`src/rtl/cla_pkg.sv`:
```
// Shared constants and elaboration helpers for the pipelined carry-lookahead adder.
package cla_pkg;

    localparam logic OP_ADD = 1'b0;
    localparam logic OP_SUB = 1'b1;

    function automatic int slice_w(input int width, input int stages);
        return width / stages;
    endfunction

    function automatic bit stages_divide(input int width, input int stages);
        return (stages > 0) && ((width % stages) == 0);
    endfunction

endpackage

```
`src/rtl/cla_slice.sv`:
```
// Combinational W-bit carry-lookahead slice with group generate/propagate outputs.
module cla_slice
    import cla_pkg::*;
#(
    parameter int W = 8
) (
    input  logic [W-1:0] a,
    input  logic [W-1:0] b,
    input  logic         cin,
    output logic [W-1:0] s,
    output logic         g,
    output logic         p
);

    logic [W-1:0] gi;
    logic [W-1:0] pi;
    logic [W-1:0] gpre;
    logic [W-1:0] ppre;
    logic [W-1:0] c;

    // Prefix generate/propagate so every carry is a flat function of cin.
    always_comb begin
        gi      = a & b;
        pi      = a ^ b;
        gpre    = '0;
        ppre    = '0;
        c       = '0;
        gpre[0] = gi[0];
        ppre[0] = pi[0];
        for (int i = 1; i < W; i++) begin
            gpre[i] = gi[i] | (pi[i] & gpre[i-1]);
            ppre[i] = pi[i] & ppre[i-1];
        end
        c[0] = cin;
        for (int i = 1; i < W; i++) begin
            c[i] = gpre[i-1] | (ppre[i-1] & cin);
        end
    end

    assign s = pi ^ c;
    assign g = gpre[W-1];
    assign p = ppre[W-1];

endmodule

```
`src/rtl/cla_pipe.sv`:
```
// Pipelined carry-lookahead adder/subtractor, one SLICE per stage, valid/ready flow control.
// Define CLA_PIPE_FLAGS_EN to build the signed-overflow and zero flag pipeline.
module cla_pipe
    import cla_pkg::*;
#(
    parameter int WIDTH  = 32,
    parameter int STAGES = 4
) (
    input  logic             clk,
    input  logic             rst,
    input  logic             in_valid,
    output logic             in_ready,
    input  logic [WIDTH-1:0] a,
    input  logic [WIDTH-1:0] b,
    input  logic             ci,
    input  logic             sub,
    output logic             out_valid,
    input  logic             out_ready,
    output logic [WIDTH-1:0] s,
    output logic             cout,
    output logic             ovf,
    output logic             zero
);

    localparam int SLICE = slice_w(WIDTH, STAGES);
    localparam int LAST  = STAGES - 1;

    if (!stages_divide(WIDTH, STAGES)) begin : g_bad_cfg
        $error("cla_pipe: WIDTH must be a multiple of STAGES");
    end

    logic             adv;
    logic             vld_q [STAGES];
    logic [WIDTH-1:0] a_q   [STAGES];
    logic [WIDTH-1:0] b_q   [STAGES];
    logic [WIDTH-1:0] s_q   [STAGES];
    logic             c_q   [STAGES];

    logic [WIDTH-1:0] a_in  [STAGES];
    logic [WIDTH-1:0] b_in  [STAGES];
    logic [WIDTH-1:0] s_in  [STAGES];
    logic             c_in  [STAGES];
    logic [WIDTH-1:0] s_nx  [STAGES];

    logic [SLICE-1:0] sum_w [STAGES];
    logic             g_w   [STAGES];
    logic             p_w   [STAGES];
    logic             co_w  [STAGES];

    assign adv       = !vld_q[LAST] || out_ready;
    assign in_ready  = adv;
    assign out_valid = vld_q[LAST];
    assign s         = s_q[LAST];
    assign cout      = c_q[LAST];

    // Stage 0 sees the ports (b inverted, carry flipped for subtract); later stages see skew registers.
    always_comb begin
        a_in[0] = a;
        b_in[0] = (sub == OP_ADD) ? b : ~b;
        s_in[0] = '0;
        c_in[0] = ci ^ (sub == OP_SUB);
        for (int k = 1; k < STAGES; k++) begin
            a_in[k] = a_q[k-1];
            b_in[k] = b_q[k-1];
            s_in[k] = s_q[k-1];
            c_in[k] = c_q[k-1];
        end
    end

    for (genvar k = 0; k < STAGES; k++) begin : g_stage
        cla_slice #(.W(SLICE)) u_slice (
            .a   (a_in[k][k*SLICE +: SLICE]),
            .b   (b_in[k][k*SLICE +: SLICE]),
            .cin (c_in[k]),
            .s   (sum_w[k]),
            .g   (g_w[k]),
            .p   (p_w[k])
        );
        assign co_w[k] = g_w[k] | (p_w[k] & c_in[k]);
    end

    always_comb begin
        for (int k = 0; k < STAGES; k++) begin
            s_nx[k]                  = s_in[k];
            s_nx[k][k*SLICE +: SLICE] = sum_w[k];
        end
    end

    always_ff @(posedge clk or posedge rst) begin
        if (rst) begin
            for (int k = 0; k < STAGES; k++) begin
                vld_q[k] <= 1'b0;
                a_q[k]   <= '0;
                b_q[k]   <= '0;
                s_q[k]   <= '0;
                c_q[k]   <= 1'b0;
            end
        end else if (adv) begin
            vld_q[0] <= in_valid;
            for (int k = 1; k < STAGES; k++) begin
                vld_q[k] <= vld_q[k-1];
            end
            for (int k = 0; k < STAGES; k++) begin
                a_q[k] <= a_in[k];
                b_q[k] <= b_in[k];
                s_q[k] <= s_nx[k];
                c_q[k] <= co_w[k];
            end
        end
    end

`ifdef CLA_PIPE_FLAGS_EN
    logic z_q  [STAGES];
    logic z_in [STAGES];
    logic ovf_q;

    always_comb begin
        z_in[0] = 1'b1;
        for (int k = 1; k < STAGES; k++) begin
            z_in[k] = z_q[k-1];
        end
    end

    // Carry into the MSB is recovered from the MSB sum bit: a ^ b ^ s.
    always_ff @(posedge clk or posedge rst) begin
        if (rst) begin
            for (int k = 0; k < STAGES; k++) begin
                z_q[k] <= 1'b0;
            end
            ovf_q <= 1'b0;
        end else if (adv) begin
            for (int k = 0; k < STAGES; k++) begin
                z_q[k] <= z_in[k] & ~|sum_w[k];
            end
            ovf_q <= a_in[LAST][WIDTH-1] ^ b_in[LAST][WIDTH-1]
                   ^ sum_w[LAST][SLICE-1] ^ co_w[LAST];
        end
    end

    assign zero = z_q[LAST];
    assign ovf  = ovf_q;
`else
    assign zero = 1'b0;
    assign ovf  = 1'b0;
`endif

endmodule

```
`config.mk`:
```
export PLATFORM = sky130hd
export DESIGN_NAME = cla_pipe
export DESIGN_NICKNAME = d
export VERILOG_FILES = /design/src/rtl/cla_pkg.sv /design/src/rtl/cla_slice.sv /design/src/rtl/cla_pipe.sv
export SDC_FILE = /design/constraint.sdc
export NUM_CORES = 1
export LEC_CHECK = 0
export ABC_AREA = 1
export BUFFER_PORTS_ARGS = -buffer_cell sky130_fd_sc_hd__buf_2
export CORE_MARGIN = 5
export CORE_UTILIZATION = 55
export DETAILED_ROUTE_END_ITERATION = 12
export GPL_TIMING_DRIVEN = 0
export PLACE_DENSITY = 0.77
export SYNTH_ARGS = -nofsm -noshare
export SYNTH_HDL_FRONTEND = slang
export SYNTH_HIERARCHICAL = 1
export SYNTH_SLANG_ARGS = --single-unit
export TNS_END_PERCENT = 50
```
`constraint.sdc`:
```
create_clock -name clk -period 8.5 [get_ports clk]
set_input_delay 1.7 -clock clk [delete_from_list [all_inputs] [get_ports clk]]
set_output_delay 1.7 -clock clk [all_outputs]
set_load 0.05 [all_outputs]
```
==> metrics.txt <==
outcome completed; antenna violations before repair 0; Slowest cell on crit path buf_2; Placer Congestion 0.868; Crit. Startpoint out_ready; data arrival time of the worst path 2.67 ns; worst-case reg-to-reg path depth 14; largest net degree at the start of global routing 138; GRT Total Usage 22.0%; cell area power density 397 nW/um^2; Total Wirelength 19300 um; count of standard-cell rows 45; final antenna-violating net count 0; hold path depth 2; Skew-Pair Late Insertion Delay 0.43 ns; critical path cell sequence buf_2 -> inv_2 -> nand2_4 -> buf_6 -> buf_2 -> buf_2; CTS sink count 184; post-CTS setup buffers 0; core outline area 15300 sq um; most frequent cells in the layout nand2_1 (347), dfrtp_1 (184), buf_2 (118); Vias 6548; Tmin final 4.37 ns; Gate Count Post-Synth 956; Final nets 1186; reg2reg end s_in[46]$_DFFE_PP0P_; Fin Setup TNS 0 ns; Synth Register Bits 184; Rel. slew slack 57.0%; Worst Path Max Fanout 10; hold slack final 0.464 ns; CTS max path bufs 2; CTS tree built; HPWL Detailed 14100 um; CP Class in2out; Final Instance Area 10000 sq um; critical path depth in cells 6; worst reg2reg setup slack 6.58 ns; fill count 1304; RSZ-0062 raised after global routing false; most common cell after layout, fill and taps aside nand2_1; drt initial violations 443; Slew Limit Fails 0; Clock transition at path regs 0.06 ns; P_leak 5.22 nW; clock skew 0.00693 ns; final hold violation count 0; via/cell ratio 5.02; Crit path max-delay family buffers and inverters; # setup viols final 0; Post-DP Area 9440 sq um; share of post-route cells with drive strength above 1 19.4%; global-route wire length before repair 31400 um; max cap viols 0; H-tree level count 4; Resize count post-CTS 0; CTS root buf clkbuf_16; Avg Synthesized Cell Area 9.02 sq um; CTS buffer count 17; Worst setup SP type input port; Syn-to-layout area delta 16.0%; sequential fraction of the synthesis area 53.4%; Ys Warns 6; Yosys cell types 31; r2r startpoint a_in[73]$_DFFE_PP0P_; crit end category output port; grt ovf 0; WP buf/inv 5; number of diodes 0; Total Power 3.97 mW; CP Capture Point in_ready; Worst-Margin Slew 0.644 ns; number of port buffers 103; crit-path max cell delay 0.31 ns; Residual DRC 0; num ports 107; fmax 229 MHz; vias in the first global route 6276; Die Footprint 18300 sq um; Starting Density 56.3%; TritonRoute pass-1 iters 7; cts hold-fix bufs 0; worst min path class reg2reg; most frequent CP cell buf_2; DR WL/cell 14.8 um; Die Wd 135 um; Synth Cell Area 8620 sq um; crit share post-route 51.4%; Worst Path Required 6.80 ns; worst vdd ir 228 uV; Die Height 135 um
==> flip-flops by register name, summed over array words and instances (netlist names) <==
name       flops
a_in          48
vld_q          3
out_valid      1
c_in           3
cout           1
s             32
s_in          48
b_in          48
==> stage by stage <==
stage | util (%) | setup WS [ns] | instances
after floorplan | - | 1.80 | 957
after global placement | 61.4 | 0.133 | 1271
after detailed placement | 61.7 | 4.13 | 1272
after CTS | 65.3 | 4.13 | 1304
after global routing | 65.3 | 4.07 | 1304
final | 65.3 | 4.13 | 1304
==> cell type report <==
cell class,count,area (sq um),area share [%]
multi-input cells,644,3380,33.8
plain buffers,45,324,3.24
repair buffers,104,543,5.43
clock buffers,19,443,4.43
flip-flops and latches,184,4600,46.0
clock inverters,13,120,1.20
well taps,211,264,2.64
inverters,84,325,3.25
==> routing by layer <==
| layer | share of wire (%) | up-vias | wire (um) | track usage [%] |
|---|---|---|---|---|
| met5 | 0 | - | 0 | 0 |
| met4 | 1.8 | 0 | 338 | 6.27 |
| met3 | 6.2 | 28 | 1200 | 4.75 |
| met2 | 48 | 179 | 9150 | 35.5 |
| met1 | 44 | 3090 | 8570 | 30.2 |
| li1 | - | 3251 | - | - |
==> worst reg2reg max path: stages (launching register included) <==
cell	delay [ns]
dfrtp_1	0.38
ha_1	0.36
nand2_1	0.09
nand2_1	0.07
nand2_1	0.07
nand2_2	0.06
nand2_2	0.07
nand3_2	0.08
nand2_2	0.08
nand2_2	0.07
nand2_2	0.06
nand2_2	0.06
xor2_1	0.15
nand2_1	0.11
o21ai_0	0.10
==> power by group <==
part / leakage [nW] / switching [mW] / internal, mW / total (mW)
Clock: 0.271 / 0.337 / 0.414 / 0.751
Sequential: 2.24 / 0.222 / 1.26 / 1.49
Combinational: 2.72 / 1.15 / 0.581 / 1.73
Total: 5.22 / 1.71 / 2.26 / 3.97
==> worst min path at each step <==
| stage | start | endpoint | slack (ns) |
|---|---|---|---|
| 6_report | s[24]$_DFFE_PP0P_ | s[24]$_DFFE_PP0P_ | 0.46 |
| 5_1_grt | s_in[65]$_DFFE_PP0P_ | s_in[65]$_DFFE_PP0P_ | 0.48 |
| 4_1_cts | s[24]$_DFFE_PP0P_ | s[24]$_DFFE_PP0P_ | 0.47 |
| 3_5_place_dp | s[30]$_DFFE_PP0P_ | s[30]$_DFFE_PP0P_ | 0.45 |
| 3_3_place_gp | s[29]$_DFFE_PP0P_ | s[29]$_DFFE_PP0P_ | 0.45 |
| 2_1_floorplan | vld_q[1]$_DFFE_PP0P_ | out_valid$_DFFE_PP0P_ | 0.42 |
==> cell usage after synthesis <==
cell	count	area share (%)
dfrtp_1	184	53
inv_4	1	0.073
inv_2	2	0.087
clkbuf_1	7	0.30
o21ai_1	42	2.4
clkbuf_2	1	0.058
nand2_1	347	15
fa_1	4	0.93
buf_6	12	1.6
a21oi_1	17	0.99
xnor2_1	28	2.8
clkbuf_4	2	0.17
buf_8	1	0.17
nor3_1	4	0.23
ha_1	32	4.6
nand2_4	1	0.13
nand4_1	5	0.36
inv_1	81	3.5
o21ai_0	82	4.8
buf_2	15	0.87
nand3_2	4	0.46
nor2_1	1	0.043
a21o_1	4	0.35
a31oi_1	3	0.22
nor2_2	3	0.22
and2_1	1	0.073
nand3_1	9	0.52
nand2_2	27	2.0
buf_4	7	0.61
xor2_1	28	2.8
conb_1	1	0.043
==> kinds of logic (layout without fill, tap and decap cells) <==
| group | count (synthesis) | in the layout | share of synthesized area (%) |
|---|---|---|---|
| other | 1 | 2 | 0.0435 |
| buffers and inverters | 129 | 265 | 7.44 |
| adder cells (fa/ha/maj) | 36 | 36 | 5.57 |
| XOR/XNOR | 56 | 56 | 5.69 |
| flip-flops | 184 | 184 | 53.4 |
| AND/OR/NAND/NOR | 402 | 402 | 19.1 |
| AO/OA/AOI/OAI | 148 | 148 | 8.75 |
No activity file was read; power rests on OpenSTA's default activity.
